===== config.mk =====
export PLATFORM = sky130hd
export DESIGN_NAME = step_seq_ctrl_flat
export DESIGN_NICKNAME = d
export VERILOG_FILES = /design/src/rtl/step_seq_ctrl_pkg.sv /design/src/rtl/step_seq_ctrl_if.sv /design/src/rtl/step_pulse_timer.sv /design/src/rtl/step_seq_ctrl.sv /design/src/flat_wrapper.sv
export SDC_FILE = /design/constraint.sdc
export NUM_CORES = 1
export LEC_CHECK = 0
export CORE_ASPECT_RATIO = 1.25
export CORE_MARGIN = 8
export CORE_UTILIZATION = 40
export DETAILED_ROUTE_END_ITERATION = 10
export GPL_TIMING_DRIVEN = 0
export PLACE_DENSITY = 0.74
export SYNTH_ARGS = -nofsm -noshare
export SYNTH_HDL_FRONTEND = slang
export SYNTH_HIERARCHICAL = 1
export SYNTH_SLANG_ARGS = --single-unit

===== constraint.sdc =====
create_clock -name clk -period 3.85 [get_ports clk]
set_input_delay 0.77 -clock clk [delete_from_list [all_inputs] [get_ports clk]]
set_output_delay 0.77 -clock clk [all_outputs]
set_load 0.05 [all_outputs]

===== src/rtl/step_seq_ctrl_pkg.sv =====
// rtl/step_seq_ctrl_pkg.sv - shared FSM state encoding and error codes for step_seq_ctrl
package step_seq_pkg;

    typedef enum logic [2:0] {
        S_IDLE   = 3'd0,
        S_CHECK0 = 3'd1,
        S_STEP   = 3'd2,
        S_SETTLE = 3'd3,
        S_CHECK  = 3'd4,
        S_DONE   = 3'd5,
        S_ERR    = 3'd6
    } state_t;

    localparam logic [1:0] ERR_NONE    = 2'd0;
    localparam logic [1:0] ERR_TIMEOUT = 2'd1;
    localparam logic [1:0] ERR_ABORT   = 2'd2;
    localparam logic [1:0] ERR_STALL   = 2'd3;

    // settle countdown only needs to cover 1..3 cycles
    localparam int SETTLE_W = 2;

endpackage


===== src/rtl/step_seq_ctrl_if.sv =====
// rtl/step_seq_ctrl_if.sv - command handshake channel into step_seq_ctrl
interface step_seq_ctrl_if #(
    parameter int STATE_W = 2
);
    logic               cmd_valid;
    logic               cmd_ready;
    logic [STATE_W-1:0] cmd_target;
    logic               cmd_dir;

    modport master (output cmd_valid, output cmd_target, output cmd_dir, input cmd_ready);
    modport slave  (input cmd_valid, input cmd_target, input cmd_dir, output cmd_ready);
endinterface


===== src/rtl/step_pulse_timer.sv =====
// rtl/step_pulse_timer.sv - one-cycle step_en pulse followed by a SETTLE_CYC countdown
module step_pulse_timer
    import step_seq_pkg::*;
#(
    parameter int SETTLE_CYC = 1
) (
    input  logic clk,
    input  logic reset_n,
    input  logic fire_i,
    input  logic clear_i,
    output logic step_en_o,
    output logic settle_done_o
);

    logic                step_en_q;
    logic [SETTLE_W-1:0] cnt_q;

    always_ff @(posedge clk or negedge reset_n) begin
        if (!reset_n) begin
            step_en_q <= 1'b0;
            cnt_q     <= '0;
        end else begin
            step_en_q <= fire_i && !clear_i;
            if (clear_i) begin
                cnt_q <= '0;
            end else if (step_en_q) begin
                cnt_q <= SETTLE_W'(SETTLE_CYC);
            end else if (cnt_q != '0) begin
                cnt_q <= cnt_q - SETTLE_W'(1);
            end
        end
    end

    assign step_en_o     = step_en_q;
    assign settle_done_o = (cnt_q == SETTLE_W'(1));

endmodule


===== src/rtl/step_seq_ctrl.sv =====
// rtl/step_seq_ctrl.sv - command-driven step sequencer for the 2-bit JK stepper datapath
// Optional STEP_SEQ_CTRL_REVERSE_ON_STALL_EN: reverse on first stall, stall error on second.
module step_seq_ctrl
    import step_seq_pkg::*;
#(
    parameter int STATE_W    = 2,
    parameter int MAX_STEPS  = 8,
    parameter int CNT_W      = 4,
    parameter int SETTLE_CYC = 1
) (
    input  logic               clk,
    input  logic               reset_n,
    step_seq_ctrl_if.slave     cmd,
    input  logic               abort,
    input  logic [STATE_W-1:0] state_in,
    output logic               step_en,
    output logic               step_dir,
    output logic               busy,
    output logic               done,
    output logic               err,
    output logic [1:0]         err_code,
    output logic [CNT_W-1:0]   step_count
);

    state_t             state_q;
    logic [STATE_W-1:0] target_q;
    logic               dir_q;
    logic               cmd_ready_q;
    logic               busy_q;
    logic               done_q;
    logic               err_q;
    logic               step_dir_q;
    logic [1:0]         err_code_q;
    logic [CNT_W-1:0]   step_count_q;

    logic in_flight;
    logic hit;
    logic timeout;
    logic stall_err;
    logic reverse;
    logic launch;
    logic next_dir;
    logic settle_done;

    assign in_flight = (state_q == S_CHECK0) || (state_q == S_STEP) ||
                       (state_q == S_SETTLE) || (state_q == S_CHECK);
    assign hit       = (state_in == target_q);
    assign timeout   = (step_count_q == CNT_W'(MAX_STEPS));

`ifdef STEP_SEQ_CTRL_REVERSE_ON_STALL_EN
    logic [STATE_W-1:0] prev_q;
    logic               stalled_q;
    logic               stall;

    assign stall     = (state_in == prev_q);
    assign stall_err = stall && stalled_q;
    assign reverse   = stall && !stalled_q;
`else
    assign stall_err = 1'b0;
    assign reverse   = 1'b0;
`endif

    // launch is the single point that decides a new pulse; abort vetoes it on the same edge
    assign launch   = !abort && !hit &&
                      ((state_q == S_CHECK0) ||
                       ((state_q == S_CHECK) && !timeout && !stall_err));
    assign next_dir = ((state_q == S_CHECK) && reverse) ? !dir_q : dir_q;

    always_ff @(posedge clk or negedge reset_n) begin
        if (!reset_n) begin
            state_q      <= S_IDLE;
            target_q     <= '0;
            dir_q        <= 1'b0;
            cmd_ready_q  <= 1'b1;
            busy_q       <= 1'b0;
            done_q       <= 1'b0;
            err_q        <= 1'b0;
            step_dir_q   <= 1'b0;
            err_code_q   <= ERR_NONE;
            step_count_q <= '0;
`ifdef STEP_SEQ_CTRL_REVERSE_ON_STALL_EN
            prev_q       <= '0;
            stalled_q    <= 1'b0;
`endif
        end else begin
            done_q <= 1'b0;
            err_q  <= 1'b0;
            if (launch) begin
                step_dir_q <= next_dir;
            end
            // the pulse is already out during STEP, so it is counted even if abort wins
            if (state_q == S_STEP) begin
                if (step_count_q != CNT_W'(MAX_STEPS)) begin
                    step_count_q <= step_count_q + CNT_W'(1);
                end
`ifdef STEP_SEQ_CTRL_REVERSE_ON_STALL_EN
                prev_q <= state_in;
`endif
            end

            // DONE/ERR already resolved the command, so abort only matters while in flight
            if (in_flight && abort) begin
                state_q    <= S_ERR;
                err_q      <= 1'b1;
                err_code_q <= ERR_ABORT;
            end else begin
                case (state_q)
                    S_IDLE: begin
                        if (cmd.cmd_valid && cmd_ready_q) begin
                            target_q     <= cmd.cmd_target;
                            dir_q        <= cmd.cmd_dir;
                            step_count_q <= '0;
                            err_code_q   <= ERR_NONE;
                            busy_q       <= 1'b1;
                            cmd_ready_q  <= 1'b0;
                            state_q      <= S_CHECK0;
`ifdef STEP_SEQ_CTRL_REVERSE_ON_STALL_EN
                            stalled_q    <= 1'b0;
`endif
                        end
                    end
                    S_CHECK0: begin
                        if (hit) begin
                            state_q <= S_DONE;
                            done_q  <= 1'b1;
                        end else begin
                            state_q <= S_STEP;
                        end
                    end
                    S_STEP: state_q <= S_SETTLE;
                    S_SETTLE: begin
                        if (settle_done) begin
                            state_q <= S_CHECK;
                        end
                    end
                    S_CHECK: begin
                        if (hit) begin
                            state_q <= S_DONE;
                            done_q  <= 1'b1;
                        end else if (timeout) begin
                            state_q    <= S_ERR;
                            err_q      <= 1'b1;
                            err_code_q <= ERR_TIMEOUT;
                        end else if (stall_err) begin
                            state_q    <= S_ERR;
                            err_q      <= 1'b1;
                            err_code_q <= ERR_STALL;
                        end else begin
                            state_q <= S_STEP;
                            dir_q   <= next_dir;
`ifdef STEP_SEQ_CTRL_REVERSE_ON_STALL_EN
                            stalled_q <= stalled_q | reverse;
`endif
                        end
                    end
                    S_DONE, S_ERR: begin
                        state_q     <= S_IDLE;
                        busy_q      <= 1'b0;
                        cmd_ready_q <= 1'b1;
                    end
                    default: state_q <= S_IDLE;
                endcase
            end
        end
    end

    step_pulse_timer #(
        .SETTLE_CYC(SETTLE_CYC)
    ) u_timer (
        .clk          (clk),
        .reset_n      (reset_n),
        .fire_i       (launch),
        .clear_i      (in_flight && abort),
        .step_en_o    (step_en),
        .settle_done_o(settle_done)
    );

    assign cmd.cmd_ready = cmd_ready_q;
    assign step_dir      = step_dir_q;
    assign busy          = busy_q;
    assign done          = done_q;
    assign err           = err_q;
    assign err_code      = err_code_q;
    assign step_count    = step_count_q;

endmodule


===== src/flat_wrapper.sv =====
// flat-port wrapper written by rule: the top's interface ports become plain ports
module step_seq_ctrl_flat import step_seq_pkg::*;
#(
    parameter int STATE_W    = 2,
    parameter int MAX_STEPS  = 8,
    parameter int CNT_W      = 4,
    parameter int SETTLE_CYC = 1
)
  (clk, reset_n, abort, state_in, step_en, step_dir, busy, done, err, err_code, step_count, cmd_cmd_valid, cmd_cmd_target, cmd_cmd_dir, cmd_cmd_ready);
  step_seq_ctrl_if #(.STATE_W(STATE_W)) cmd_i ();
  input  logic clk;
  input  logic reset_n;
  input  logic abort;
  input  logic [STATE_W-1:0] state_in;
  output logic step_en;
  output logic step_dir;
  output logic busy;
  output logic done;
  output logic err;
  output logic [1:0] err_code;
  output logic [CNT_W-1:0] step_count;
  input wire logic [$bits(cmd_i.cmd_valid)-1:0] cmd_cmd_valid;
  input wire logic [$bits(cmd_i.cmd_target)-1:0] cmd_cmd_target;
  input wire logic [$bits(cmd_i.cmd_dir)-1:0] cmd_cmd_dir;
  output wire logic [$bits(cmd_i.cmd_ready)-1:0] cmd_cmd_ready;
  assign cmd_i.cmd_valid = cmd_cmd_valid;
  assign cmd_i.cmd_target = cmd_cmd_target;
  assign cmd_i.cmd_dir = cmd_cmd_dir;
  assign cmd_cmd_ready = cmd_i.cmd_ready;
  step_seq_ctrl #(.STATE_W(STATE_W), .MAX_STEPS(MAX_STEPS), .CNT_W(CNT_W), .SETTLE_CYC(SETTLE_CYC)) u_core (.clk(clk), .reset_n(reset_n), .cmd(cmd_i), .abort(abort), .state_in(state_in), .step_en(step_en), .step_dir(step_dir), .busy(busy), .done(done), .err(err), .err_code(err_code), .step_count(step_count));
endmodule

==> impl_metrics.ini <==
[route]
post_drt_wl_per_cell_um = 14.1
drt-pass1-iter-count = 4
drc = 0
drtIter0Drc = 23
routed_via_density = 5.22
routed_wl_um = 2470
vias = 914
ant_nets = 0

[die]
fp.dieArea_mm2 = 0.00480
pin_count = 21
fp.dieW_um = 63.6
core.rowCount = 21
core-area_mm2 = 0.00268
initial_core_util = 0.422
fp.dieH_um = 75.5

[worst_setup_path]
ff2ff_setup_slack_ps = 2110
critPathRequiredTime_ps = 3080
r2r_start = u_core/step_count[0]$_DFF_PN0_
worst-path-max-fanout = 5
crit_type = reg2out
crit_buf_inv = 1
crit_slowest_cell = clkdlybuf4s50_1
startpoint_type = flip-flop
arrival_ps = 1670
reg2reg_depth = 6
path_delay_family = buffers and inverters
cp-end-kind = output port
path_cells = clkdlybuf4s50_1
slowest_delay_ps = 800
r2r-end = u_core/step_dir$_DFFE_PN0P_

[synth]
synth_top_cell_by_area = dfrtp_1
synth_cell_types = 42
synth_area_leaders = dfrtp_1, a21oi_1, ha_1
synth_cells = 117
synth_seq_cells = 20
synth_area_per_cell_um2 = 9.67
netlist_area_mm2 = 0.00113
syn_nets = 130
ys_seq_area_frac = 0.444
yosys.area.top_type_share = 0.420
yosysWarnings = 6

[cells_and_area]
final_common_cell = clkdlybuf4s50_1
fillCellCount = 264
drive_gt1_frac = 0.0993
mostFrequentLayoutCells = clkdlybuf4s50_1, dfrtp_1, nand2_1
area_delta_synth_final_pct = 26.1
final_nets = 155
final_util = 0.532
num_antenna_cells = 0
final_cell_area_mm2 = 0.00143

[timing]
finalSetupViolations = 0
final_hold_viol_count = 0
drv_slew = 0
slew-limit-headroom = 0.415
fmax_ghz = 0.411
rsz0062_at_grt = no
min_period_ps = 2440
fin_worst_skew_ps = 10.7
finalSetupTns_ps = 0
worst_pin_slew_ps = 875
period_share = 0.633

[global_route]
grt_pass1_vias = 972
track_usage = 0.108
grt_pass1_wl_um = 4280
grt_start_max_net_pins = 21
grt-ovfl-total = 0
antenna_found_initial = 0

[cts]
clock_sinks = 20
numCtsBuffers = 3
cts-htree-levels = 1
cts-root-buf = clkbuf_4
path_clk_slew_ps = 120
clk_path_buf_depth = 2
post_cts_resized = 0
cts_tree = done
clk_latency_ps = 300
postCtsSetupRepairBufs = 0
hold_buffers = 0

[run]
maxCapViolCount = 0

[run_status]
status = finished, final reports clean

[place]
port_buffers = 20
hpwl_um = 1830
placed_cell_area_mm2 = 0.00137
place_congestion = 0.813

[min_path]
hold_path.class = reg2reg
min_path_cells = 1
min-delay-start = u_core/u_timer/step_en_o$_DFF_PN0_
min_to = u_core/u_timer/cnt_q[1]$_DFFE_PN0P_

[pwr]
power.leakage_nw = 0.644
ir_drop_v = 0.000520
p_per_area_mw_per_mm2 = 905
worst max-delay path by stage:
stage | from | endpoint | cells after the start
after floorplan | u_core/step_count[0]$_DFF_PN0_ | u_core/step_dir$_DFFE_PN0P_ | 6
after global placement | state_in[1] | u_core/step_dir$_DFFE_PN0P_ | 5
after detailed placement | state_in[1] | u_core/step_dir$_DFFE_PN0P_ | 5
after CTS | u_core/cmd.cmd_ready$_DFFE_PN1P_ | cmd_cmd_ready | 1
after global routing | u_core/cmd.cmd_ready$_DFFE_PN1P_ | cmd_cmd_ready | 1
final | u_core/cmd.cmd_ready$_DFFE_PN1P_ | cmd_cmd_ready | 1
report_power, final:
| group | leakage, nW | internal (W) | switching (W) |
|---|---|---|---|
| clock network | 0.0279 | 0.000105 | 0.0000659 |
| registers | 0.247 | 0.000305 | 0.0000786 |
| logic | 0.370 | 0.000287 | 0.000449 |
cell families (layout without fill, tap and decap cells):
logic type | Yosys count | after routing | synth area share
adders and majority gates | 4 | 4 | 0.0442
muxes | 4 | 4 | 0.0498
DFF | 20 | 20 | 0.444
buffers and inverters | 15 | 39 | 0.0564
and+or+nand+nor | 39 | 39 | 0.199
xor gates and xnor gates | 5 | 5 | 0.0387
AOI/OAI and AO/OA | 30 | 30 | 0.168
synthesized netlist by cell type (all sizes together):
cell type / number
nor3: 1
nor2: 7
o211a: 1
o221a: 1
nor3b: 1
a21o: 1
or3: 1
a2111oi: 1
and2b: 1
xor2: 4
nand3b: 1
nand2b: 3
clkbuf: 3
dfrtp: 19
xnor2: 1
o22ai: 3
and2: 2
a211oi: 1
o21bai: 1
o211ai: 1
buf: 2
nand2: 11
and3b: 1
nand3: 1
and3: 1
nand4b: 1
o31ai: 1
inv: 10
dfstp: 1
ha: 4
o21ai: 6
a21oi: 11
mux2: 4
a31oi: 1
o21a: 1
nor4: 2
nand4: 2
nor2b: 3
final cells by class:
type	instances	area, um^2	area share
multi-input cells	82	566	0.396
flip-flops and latches	20	502	0.352
repair buffers	20	200	0.140
well taps	34	42.5	0.0298
inverters	10	37.5	0.0263
clock inverters	1	30.0	0.0211
plain buffers	5	26.3	0.0184
clock buffers	3	22.5	0.0158
through the flow:
step | power, W | hold slack, ps | worst slack (ps) | std cells
after floorplan | 0.000919 | 464 | 1920 | 117
after global placement | 0.00110 | 448 | 1490 | 171
after detailed placement | 0.00112 | 476 | 1460 | 171
after CTS | 0.00130 | 494 | 1390 | 175
after global routing | 0.00139 | 516 | 1360 | 175
final | 0.00129 | 493 | 1410 | 175
flip-flops by register name (all words and copies together), names as in the netlist:
register                  flops
u_core/done                   1
u_core/state_q                3
u_core/target_q               2
u_core/u_timer/cnt_q          2
u_core/err                    1
u_core/step_count             4
u_core/step_dir               1
u_core/dir_q                  1
u_core/u_timer/step_en_o      1
u_core/busy                   1
u_core/err_code               2
u_core/cmd.cmd_ready          1
layer usage:
layer | up-vias | global-route usage | share of wire
met5 | - | 0 | 0
met4 | 0 | 0.0372 | 0.0069
met3 | 2 | 0.0221 | 0.037
met2 | 16 | 0.202 | 0.49
met1 | 443 | 0.120 | 0.46
li1 | 453 | - | -
(Power assumes the default switching activity.)
